[config.mk]
export PLATFORM = sky130hd
export DESIGN_NAME = fcpu_io_bridge
export DESIGN_NICKNAME = d
export VERILOG_FILES = /design/src/rtl/fcpu_io_bridge.sv
export SDC_FILE = /design/constraint.sdc
export NUM_CORES = 1
export LEC_CHECK = 0
export CAP_MARGIN = 5
export CORE_ASPECT_RATIO = 1.2
export CORE_MARGIN = 5
export CORE_UTILIZATION = 51
export DETAILED_ROUTE_END_ITERATION = 8
export GPL_TIMING_DRIVEN = 0
export PLACE_DENSITY = 0.91
export SLEW_MARGIN = 20
export SYNTH_ARGS = -nofsm -noshare
export SYNTH_HDL_FRONTEND = slang
export SYNTH_SLANG_ARGS = --single-unit
[constraint.sdc]
create_clock -name clk -period 3.23 [get_ports clk]
set_input_delay 0.646 -clock clk [delete_from_list [all_inputs] [get_ports clk]]
set_output_delay 0.646 -clock clk [all_outputs]
set_load 0.03 [all_outputs]
[src/rtl/fcpu_io_bridge.sv]
// rtl/fcpu_io_bridge.sv - AXI4 slave bridging fcpu io_* port to serial byte streams
// Optional status reads via araddr[2] when FCPU_IO_STATUS_EN is defined.
module fcpu_io_bridge #(
  parameter int ID_W     = 4,
  parameter int ADDR_W   = 32,
  parameter int RX_DEPTH = 16
) (
  input  logic              clk,
  input  logic              nrst,
  input  logic [ID_W-1:0]   io_awid,
  input  logic [ADDR_W-1:0] io_awaddr,
  input  logic [7:0]        io_awlen,
  input  logic              io_awvalid,
  output logic              io_awready,
  input  logic [7:0]        io_wdata,
  input  logic              io_wstrb,
  input  logic              io_wlast,
  input  logic              io_wvalid,
  output logic              io_wready,
  output logic [ID_W-1:0]   io_bid,
  output logic [1:0]        io_bresp,
  output logic              io_bvalid,
  input  logic              io_bready,
  input  logic [ID_W-1:0]   io_arid,
  input  logic [ADDR_W-1:0] io_araddr,
  input  logic [7:0]        io_arlen,
  input  logic              io_arvalid,
  output logic              io_arready,
  output logic [ID_W-1:0]   io_rid,
  output logic [7:0]        io_rdata,
  output logic [1:0]        io_rresp,
  output logic              io_rlast,
  output logic              io_rvalid,
  input  logic              io_rready,
  output logic [7:0]        tx_data,
  output logic              tx_valid,
  input  logic              tx_ready,
  input  logic [7:0]        rx_data,
  input  logic              rx_valid,
  output logic              rx_ready
);
  localparam int PW = $clog2(RX_DEPTH);

  typedef enum logic [1:0] {W_IDLE, W_DATA, W_RESP} w_state_t;
  typedef enum logic {R_IDLE, R_DATA} r_state_t;

  w_state_t        w_state_q, w_state_d;
  r_state_t        r_state_q, r_state_d;
  logic            en_q;
  logic [ID_W-1:0] bid_q, bid_d, rid_q, rid_d;
  logic [7:0]      rlen_q, rlen_d, beat_q, beat_d;
  logic [PW-1:0]   wptr_q, wptr_d, rptr_q, rptr_d;
  logic [PW:0]     count_q, count_d;
  logic [7:0]      mem [RX_DEPTH];
  logic            empty, full, push, pop, is_status;
  logic            unused_ok;

  assign unused_ok = ^{io_awaddr, io_awlen, io_araddr};

`ifdef FCPU_IO_STATUS_EN
  logic status_q, status_d;
  assign is_status = status_q;
`else
  assign is_status = 1'b0;
`endif

  always_comb begin
    empty    = (count_q == '0);
    full     = (count_q == (PW+1)'(RX_DEPTH));
    // en_q keeps every ready low until the first cycle after reset release
    rx_ready = en_q && !full;
    push     = rx_valid && rx_ready;

    io_awready = en_q && (w_state_q == W_IDLE);
    io_wready  = 1'b0;
    tx_valid   = 1'b0;
    tx_data    = 8'h00;
    if (w_state_q == W_DATA) begin
      if (io_wstrb) begin
        io_wready = tx_ready;
        tx_valid  = io_wvalid;
        tx_data   = io_wdata;
      end else begin
        io_wready = 1'b1;
      end
    end
    io_bvalid = (w_state_q == W_RESP);
    io_bid    = bid_q;
    io_bresp  = 2'b00;

    w_state_d = w_state_q;
    bid_d     = bid_q;
    case (w_state_q)
      W_IDLE: if (io_awvalid && io_awready) begin
        bid_d     = io_awid;
        w_state_d = W_DATA;
      end
      W_DATA: if (io_wvalid && io_wready && io_wlast) w_state_d = W_RESP;
      W_RESP: if (io_bready) w_state_d = W_IDLE;
      default: w_state_d = W_IDLE;
    endcase

    io_arready = en_q && (r_state_q == R_IDLE);
    io_rvalid  = 1'b0;
    io_rdata   = 8'h00;
    io_rlast   = 1'b0;
    io_rid     = rid_q;
    io_rresp   = 2'b00;
    if (r_state_q == R_DATA) begin
      io_rlast = (beat_q == rlen_q);
      if (is_status) begin
        io_rvalid = 1'b1;
        io_rdata  = {6'b0, tx_ready, !empty};
      end else begin
        io_rvalid = !empty;
        io_rdata  = empty ? 8'h00 : mem[rptr_q];
      end
    end
    pop = io_rvalid && io_rready && !is_status;

    r_state_d = r_state_q;
    rid_d     = rid_q;
    rlen_d    = rlen_q;
    beat_d    = beat_q;
`ifdef FCPU_IO_STATUS_EN
    status_d  = status_q;
`endif
    case (r_state_q)
      R_IDLE: if (io_arvalid && io_arready) begin
        rid_d     = io_arid;
        rlen_d    = io_arlen;
        beat_d    = 8'h00;
`ifdef FCPU_IO_STATUS_EN
        status_d  = io_araddr[2];
`endif
        r_state_d = R_DATA;
      end
      R_DATA: if (io_rvalid && io_rready) begin
        beat_d = beat_q + 8'd1;
        if (io_rlast) r_state_d = R_IDLE;
      end
      default: r_state_d = R_IDLE;
    endcase

    wptr_d  = push ? wptr_q + 1'b1 : wptr_q;
    rptr_d  = pop  ? rptr_q + 1'b1 : rptr_q;
    count_d = count_q;
    if (push && !pop) count_d = count_q + 1'b1;
    else if (pop && !push) count_d = count_q - 1'b1;
  end

  always_ff @(posedge clk or negedge nrst) begin
    if (!nrst) begin
      en_q      <= 1'b0;
      w_state_q <= W_IDLE;
      r_state_q <= R_IDLE;
      bid_q     <= '0;
      rid_q     <= '0;
      rlen_q    <= '0;
      beat_q    <= '0;
      wptr_q    <= '0;
      rptr_q    <= '0;
      count_q   <= '0;
`ifdef FCPU_IO_STATUS_EN
      status_q  <= 1'b0;
`endif
    end else begin
      en_q      <= 1'b1;
      w_state_q <= w_state_d;
      r_state_q <= r_state_d;
      bid_q     <= bid_d;
      rid_q     <= rid_d;
      rlen_q    <= rlen_d;
      beat_q    <= beat_d;
      wptr_q    <= wptr_d;
      rptr_q    <= rptr_d;
      count_q   <= count_d;
`ifdef FCPU_IO_STATUS_EN
      status_q  <= status_d;
`endif
    end
  end

  always_ff @(posedge clk) begin
    if (push) mem[wptr_q] <= rx_data;
  end
endmodule

Yosys cells after proc, flatten, opt, wreduce, memory -nomap -nowiden
Memory sizes are Yosys's and may differ from the RTL's.
Index checks and enable logic that the tools add are counted.
{"block": "word_totals", "regBits": 41, "ramBits": 128, "inputBits": 115, "wordCells": 73, "mem_count": 1}
{"block": "op_classes", "n_addsub": 5, "n_eq_ne": 9, "muxes": 25, "n_bitwise": 1, "reduce_logical": 22}
{"memory": "mem", "depth": 16, "width": 8, "rd": 1, "rd_clocked_by_memory_dff": 0, "write_ports": 1, "line": "54", "text": "logic [7:0] mem [RX_DEPTH];"}
{"cell": "$mux 8", "n": 6}
{"cell": "$pmux 8 s2", "n": 1}
{"cell": "$logic_and 1x1->1", "n": 11}
{"cell": "$mux 1", "n": 11}
{"cell": "$mux 5", "n": 2}
{"cell": "$ne 2x1->1 const B", "n": 5}
{"cell": "$add 4x1->4 const B", "n": 2}
{"cell": "$add 8x1->8 const B", "n": 1}
{"cell": "$eq 8x8->1", "n": 1}
{"cell": "$mux 2", "n": 3}
{"cell": "$pmux 2 s3", "n": 1}
{"cell": "$reduce_and 2->1", "n": 3}
{"cell": "$add 5x1->5 const B", "n": 1}
{"cell": "$eq 5x5->1 const B", "n": 1}
{"cell": "$logic_not 5->1", "n": 1}
{"cell": "$sub 5x1->5 const B", "n": 1}
{"cell": "$logic_not 1->1", "n": 4}
{"cell": "$reduce_and 3->1", "n": 1}
{"cell": "$eq 2x1->1 const B", "n": 1}
{"cell": "$eq 2x2->1 const B", "n": 1}
{"cell": "$logic_not 2->1", "n": 1}
{"cell": "$pmux 1 s2", "n": 1}
{"cell": "$reduce_bool 2->1", "n": 1}
{"cell": "$not 1->1", "n": 1}

Logic depth before layout (Yosys ltp)
Gate-level depths: netlist (run 1).
{"block": "depth", "ltp_word": 8, "mapped_depth": 11, "ltp_nobuf": 9}

Worst setup path before layout (run 1)
Ideal clock, no wire load.
{"block": "synth_path", "kind": "reg-to-reg", "start": "register count_q[3]", "end": "register count_q[4]", "setup_time_ns": 0.136, "arrival_time_ns": 2.797, "setup_slack_ns": 0.297, "path_stages_with_launch": 11, "path_buffers": 2, "path_cell_list": "dfrtp_1 -> or4_4 -> o211ai_2 -> buf_6 -> buf_6 -> ha_1 -> inv_1 -> fa_1 -> a21o_1 -> a2111oi_0 -> o31ai_1"}
{"block": "synth_between", "elab_chain_len": 7}
{"item": "from (decl)", "line": "53", "text": "logic [PW:0] count_q, count_d;"}
{"item": "from (signal assigned)", "line": "177", "text": "count_q <= count_d;"}
{"item": "parallel branches: the longest is 7 deep, another holds $sub 5x1->5"}
Several ways; the timed one is not identified. The select of a mux whose other input is x is not followed.
A chain may end at the register's enable or synchronous reset.

Worst setup path after layout (run 1)
Same ends and word-level chain as after synthesis.

==> results of run 1 <==
## cell families (layout without fill, tap and decap cells)
logic type      after synthesis  after routing  share of synthesized area, %
other cells                   2              5                        0.1038
simple gates                132            132                         8.939
fa+ha+maj                    11             11                         2.006
xor+xnor                     17             17                         2.057
flops                       169            169                         67.29
mux                          48             48                         11.95
buf+inv                      43            150                         3.129
compound gates               45             45                         4.530
## worst max path at each step
stage,start,endpoint,slack (ns),cells past startpoint
2_1_floorplan,count_q[3]$_DFFE_PN0P_,count_q[4]$_DFFE_PN0P_,0.30,10
3_3_place_gp,rptr_q[0]$_DFFE_PN0P_,io_rdata[1],-0.12,7
3_5_place_dp,rptr_q[0]$_DFFE_PN0P_,io_rdata[0],-0.14,7
4_1_cts,count_q[3]$_DFFE_PN0P_,io_rvalid,-0.14,4
5_1_grt,count_q[3]$_DFFE_PN0P_,count_q[4]$_DFFE_PN0P_,-0.12,10
6_report,count_q[3]$_DFFE_PN0P_,count_q[4]$_DFFE_PN0P_,-0.02,10
## flip-flops by register name (all words and copies together), names as in the netlist, 2 cells and up
name and cells:
beat_q 8, count_q 5, io_bid 4, io_rid 4
mem 128, rlen_q 8, rptr_q 4, w_state_q 2
wptr_q 4
## worst register-to-register path, delay by kind of cell, from the launching register on
family / cells / cell delay, ns
AO/OA/AOI/OAI: 4 / 1.02
adder cells (fa/ha/maj): 2 / 0.66
AND/OR/NAND/NOR: 1 / 0.60
buffers and inverters: 3 / 0.45
flip-flops: 1 / 0.41
## synth_stat cells (10+ instances only)
library cell	count	area, um^2
edfxtp_1	128	3844
dfrtp_1	41	1026
nor3_1	10	50.05
a211oi_1	10	75.07
ha_1	10	125.1
inv_1	14	52.55
mux2i_1	14	140.1
nor2_1	16	60.06
and2_1	11	68.82
xnor2_1	14	122.6
nand3_1	12	60.06
clkbuf_1	10	37.54
mux4_2	21	473.0
nand2_1	53	198.9
## per-layer routing
metal	up-vias	global-route usage (%)
li1	1949	-
met1	2232	24.24
met2	242	37.57
met5	-	0
met3	33	5.968
met4	0	6.589
## layout by cell type (no fill, tap or decap), types with 5 or more instances in the layout
cell	instances
edfxtp_1	128
mux2_2	6
conb_1	5
buf_4	7
nor2b_1	6
nor2_1	16
buf_6	5
nand2_1	53
nand3_1	12
clkdlybuf4s50_1	64
xnor2_1	14
mux4_1	7
inv_1	13
mux2i_1	13
clkbuf_16	17
a21oi_1	5
nor3_1	6
clkbuf_1	9
ha_1	9
and2_1	11
dfrtp_1	41
a211oi_2	6
buf_2	5
clkbuf_2	5
o21ai_0	6
mux4_2	21
## metrics by stage
stage | TNS (ns) | setup WS (ns)
final | -0.01861 | -0.01861
after floorplan | 0 | 0.2969
after detailed placement | -0.4456 | -0.1426
after CTS | -0.2996 | -0.1431
after global placement | -0.2716 | -0.1178
after global routing | -0.1297 | -0.1169
## report_power, final
group          internal, mW  total [mW]  switching [mW]
sequential             2.65        2.89           0.243
combinational          1.33        3.16            1.83
clock                  1.08        1.97           0.884
total                  5.05        8.02            2.96
## timing repair
item                                    in CTS  in global routing
hold buffers                                 0                  0
gates resized for setup                     30                 28
gates cloned                                 0                  0
endpoints found under the setup margin      10                 11
## final cells by class
type	count	share of cell area [%]
sequential	169	54.82
timing repair buffer	75	8.353
clock inverter	14	1.564
inverter	14	0.5916
tap	171	2.409
multi-input combinational	258	25.26
buffer	29	2.169
clock buffer	18	4.832
==> results by group, run 1 <==
Clock network
  – CTS tree: done
  – H-tree depth: 4
  – Reg clk slew, reported paths: 0.07 ns
  – Total CTS buffers: 17
  – Num Clock Sinks: about 170
  – Clock buffer depth: 2
  – Root Driver: clkbuf_16
  – Post-CTS Setup Repair Bufs: 0
  – Worst skew pair latency: between 0.4 and 0.5 ns

Final layout
  – Final nets: 690
  – Multi-input gate area: 2243 um^2
  – Final non-filler cell total: 748
  – Final Cell Area: 8882 um^2
  – Number of fill cells in the layout: 903
  – Antenna diodes: 0
  – Final core utilization: 64.00%
  – Register Area: 4870 um^2
  – Fraction of layout cells with a size suffix above 1: about a fifth
  – Area delta synth->final: 22.74%

Power and ir drop
  – Pwr per Cell Area: 902.4 nW/um^2
  – VDD IR-drop max: approximately 590 uV
  – Static leakage: 3.273 nW
  – Pwr Total: 8.015 mW

Placed design
  – Port buffer count: 74
  – Placed insts: 716
  – Post-DP HPWL: 10940 um
  – GP Congestion: 0.8046
  – Placement Cell Area: 8245 um^2

Routing
  – DR WL met2: 9036 um
  – DRC Markers: 0
  – DR pass1 iterations: 5
  – WL/cell: 22.41 um
  – Metal-1 WL: roughly 6100 um
  – Via count: 4456
  – Starting DRT DRC Count: 395
  – Routed WL: approximately 17000 um
  – Detail Route Antenna Nets: 0
  – Top Metal Used: met4
  – Detailed-route vias per instance: 5.957
  – Routed wl met3: 1231 um

Critical path
  – WP buf/inv: 3
  – FF-to-FF path depth: 10
  – FF-to-FF End: count_q[4]$_DFFE_PN0P_
  – Crit. End Element: register
  – WP data required: 3.53 ns
  – Crit-path most repeated cell: buf_6
  – Worst r2r src: count_q[3]$_DFFE_PN0P_
  – CP peak stage delay: 0.60 ns
  – CP top delay family: compound AO/OA/AOI/OAI gates
  – WS Path Type: register to register
  – Critical path's slowest cell: or4_4
  – CP Data Arrival Time: 3.55 ns
  – Crit path cell chain: or4_4, o211ai_4, buf_6, buf_6, ha_2, inv_2, fa_1, a21o_1, a2111oi_2, o31ai_1
  – CP max FO: 10
  – R2r setup slk: -0.02 ns
  – Setup crit start kind: register

Timing
  – Slew headroom: roughly 34%
  – Fin crit period: 3.249 ns
  – F_max: 0.3078 GHz
  – Final Hold Violating Endpoints: 0
  – Tcrit/Tclk final: 100.6%
  – Final Worst Setup Slack: -0.01861 ns
  – Worst Tran Pin Value: 0.9831 ns
  – Max-slew violations: 0
  – Clock Skew: between 0.01 and 0.015 ns
  – Setup violators final: 1
  – RSZ-0062 raised after global routing: true
  – Worst hold slack: 0.1909 ns

Hold path
  – Hold Path Class: primary input to async pin

Floorplanning
  – Core region area: 13880 um^2
  – Top Ports: around 150
  – Starting Density: 52.15%
  – Die Y: 140.5 um
  – Die Area: 16680 um^2
  – FP Rows: 47
  – Die width: 118.7 um

Synth
  – Yosys warns: 0
  – Async set-or-reset flop fraction in the synthesized netlist: 24.26%
  – Yosys reg bits: 169
  – Syn avg cell area: 15.50 um^2
  – Sequential element share of the synthesized area: 67.29%
  – EDFF count, synth: roughly 130
  – Yosys cell types: 51
  – Mapped cell area: 7237 um^2
  – Cells after Synth: 467
  – Top_reg_cell synth: edfxtp_1

Global routing
  – GRT Total Usage: 20.93%
  – Vias in the first global route: 4680
  – First-pass GRT wire length: 26350 um
  – Grt ovf: 0
  – Initial antenna violation count: 0
  – Largest net degree at the start of global routing: 22

Status
  – Outcome: finished with violations
  – Failing checks: setup timing

Run
  – Max cap viols: 0
No activity file was read; power rests on OpenSTA's default activity.
==> inputs of run 2 (changes only) <==
- SETUP_SLACK_MARGIN: not set -> 0.4
==> run 2 against run 1 <==
Register-to-register slack gained 0.24 ns. Via count rose by 6.7%. Critical path type unchanged. The run now ends clean. Clock power is 3% higher. Wire length is 13% higher. Core utilization is 2.7 points higher. Die area unchanged.
==> results by group, run 2 (same netlist as run 1, synthesis figures left out) <==
Clock network
  – Total CTS buffers: 17
  – Num Clock Sinks: 169
  – Root Driver: clkbuf_16
  – H-tree depth: 4
  – Clock buffer depth: 2
  – CTS tree: done
  – Hold buffers post-CTS: 0
  – Worst skew pair latency: 0.44 ns
  – Reg clk slew, reported paths: about 0.070 ns

Power and ir drop
  – Logic gate share of total power: 43.6%
  – Pwr Total: 8.718 mW
  – Static leakage: 3.482 nW
  – Clk network pwr share: 23.1%
  – Reg power frac: 33.2%
  – VDD IR-drop max: 598.4 uV
  – Pint: 5.403 mW
  – NetSw: 3.315 mW
  – Pwr per Cell Area: ~940 nW/um^2
  – Sw frac: a little under two fifths

Critical path
  – CP max FO: 6
  – Crit. End Element: register
  – WP data required: 3.54 ns
  – Setup crit start kind: register
  – R2r setup slk: 0.22 ns
  – CP Data Arrival Time: 3.32 ns
  – WS Path Type: register to register

Placed design
  – Placement Cell Area: 8264 um^2
  – Post-DP HPWL: about 11000 um
  – Port buffer count: 74
  – GP Congestion: ~0.83

Floorplanning
  – Die width: between 100 and 150 um
  – Die Y: ~140 um
  – Core region area: around 14000 um^2
  – Starting Density: 52.15%
  – Top Ports: 151
  – FP Rows: 47
  – Die Area: 16680 um^2

Timing
  – Slew headroom: 33.05%
  – Clock Skew: approximately 0.010 ns
  – RSZ-0062 raised after global routing: true
  – Tcrit/Tclk final: 93.21%
  – Worst hold slack: 0.2016 ns
  – Setup violators final: 0
  – Max-slew violations: 0
  – Worst Tran Pin Value: 1.001 ns
  – Fin crit period: 3.011 ns
  – F_max: 0.3321 GHz
  – Final Hold Violating Endpoints: 0

Final layout
  – Final Cell Area: 9261 um^2
  – Reg with most FFs: mem
  – Commonest non-fill, non-tap cell in the layout: edfxtp_1
  – Final nets: 716
  – Max reg flops: 128
  – Largest registers: mem x128, beat_q x8, rlen_q x8
  – Area delta synth->final: 27.97%
  – Most frequent cells in the layout: edfxtp_1 (128), nand2_1 (53), clkdlybuf4s50_1 (53)
  – Fraction of layout cells with a size suffix above 1: 26.04%
  – Antenna diodes: 0

Routing
  – Starting DRT DRC Count: between 400 and 500
  – Detailed-route vias per instance: 6.143
  – Via count: 4755
  – DRC Markers: 0
  – Detail Route Antenna Nets: 0
  – Routed WL: roughly 19000 um
  – WL/cell: about 24 um
  – DR pass1 iterations: 5

Global routing
  – Initial antenna violation count: 0
  – Global route hottest layer: met2
  – Vias in the first global route: 4756
  – GRT Total Usage: roughly 23%
  – Met2 Use GR: 40.09%
  – Met3 Use GR: 5.282%
  – Grt ovf: 0
  – Largest net degree at the start of global routing: 22
  – First-pass GRT wire length: 27610 um
  – GR Util met1: about a quarter

Status
  – Outcome: finished clean

Hold path
  – Hold Path Class: primary input to async pin

Run
  – Max cap viols: 0
-- run 2: cell types whose count changed in the layout (fill, tap and decap cells not counted), sizes merged, moves of 2 or more --
cell           change
buf               +35
clkdlybuf4s50     -11
dlygate4sd2       +11
clkbuf             -6
inv                +3
clkdlybuf4s15      -2
clkinv             -2
-- run 2: layer usage --
| metal | share of wire (%) | routed length, um |
|---|---|---|
| met5 | 0 | 0 |
| met4 | 4.1 | 766 |
| met3 | 8.9 | 1674 |
| met2 | 53 | 9922 |
| met1 | 35 | 6527 |
-- run 2: worst paths after layout --
path	end	cells after the start	startpoint
min reg2reg	io_rid[3]$_DFFE_PN0P_	2	io_rid[3]$_DFFE_PN0P_
min	io_rid[3]$_DFFE_PN0P_	1	nrst
max	count_q[4]$_DFFE_PN0P_	11	count_q[1]$_DFFE_PN0P_
min in group clk	io_rid[3]$_DFFE_PN0P_	2	io_rid[3]$_DFFE_PN0P_
max in group asynchronous	wptr_q[3]$_DFFE_PN0P_	2	nrst
max reg2reg	count_q[4]$_DFFE_PN0P_	11	count_q[1]$_DFFE_PN0P_
-- run 2: cell type report --
| cell class | instances | area (um^2) |
|---|---|---|
| sequential | 169 | 4870 |
| fill | 867 | 4617 |
| multi-input combinational | 258 | 2321 |
| timing repair buffer | 101 | 960.9 |
| clock buffer | 17 | 425.4 |
| buffer | 29 | 241.5 |
| tap | 171 | 214.0 |
| clock inverter | 15 | 171.4 |
| inverter | 14 | 57.56 |
-- run 2: power by group through the flow --
stage	sequential, mW	combinational (mW)	clock, mW
after detailed placement	2.90	3.07	0
final	2.90	3.80	2.02
after global placement	2.87	2.93	0
after floorplan	2.95	1.98	0
after CTS	2.87	3.50	2.01
after global routing	2.92	4.00	2.14
-- run 2: metrics by stage --
| stage | util [%] | setup slack, ns | TNS [ns] | cells |
|---|---|---|---|---|
| after CTS | 65.63 | 0.2098 | 0 | 761 |
| after global placement | 59.24 | -0.1113 | -0.2475 | 715 |
| final | 66.73 | 0.2193 | 0 | 774 |
| after global routing | 66.73 | 0.1606 | 0 | 774 |
| after floorplan | - | 0.4002 | 0 | 470 |
| after detailed placement | 59.55 | -0.1785 | -0.5117 | 716 |
-- run 2: repair_timing --
item / in CTS / in global routing
pin swaps: 14 / 8
buffers inserted: 12 / 12
resized for setup: 121 / 16
cloned: 1 / 1
setup endpoints to repair: 22 / 11
endpoints found under the hold margin: 0 / 0
-- run 2: worst max-delay path, stage by stage (launching register included) --
cell	delay, ns
dfrtp_1	0.40
or4_4	0.59
o211ai_4	0.26
buf_6	0.14
buf_8	0.12
ha_4	0.16
inv_6	0.05
fa_2	0.37
a21o_1	0.25
a21oi_2	0.20
mux2i_1	0.23
o31ai_1	0.11
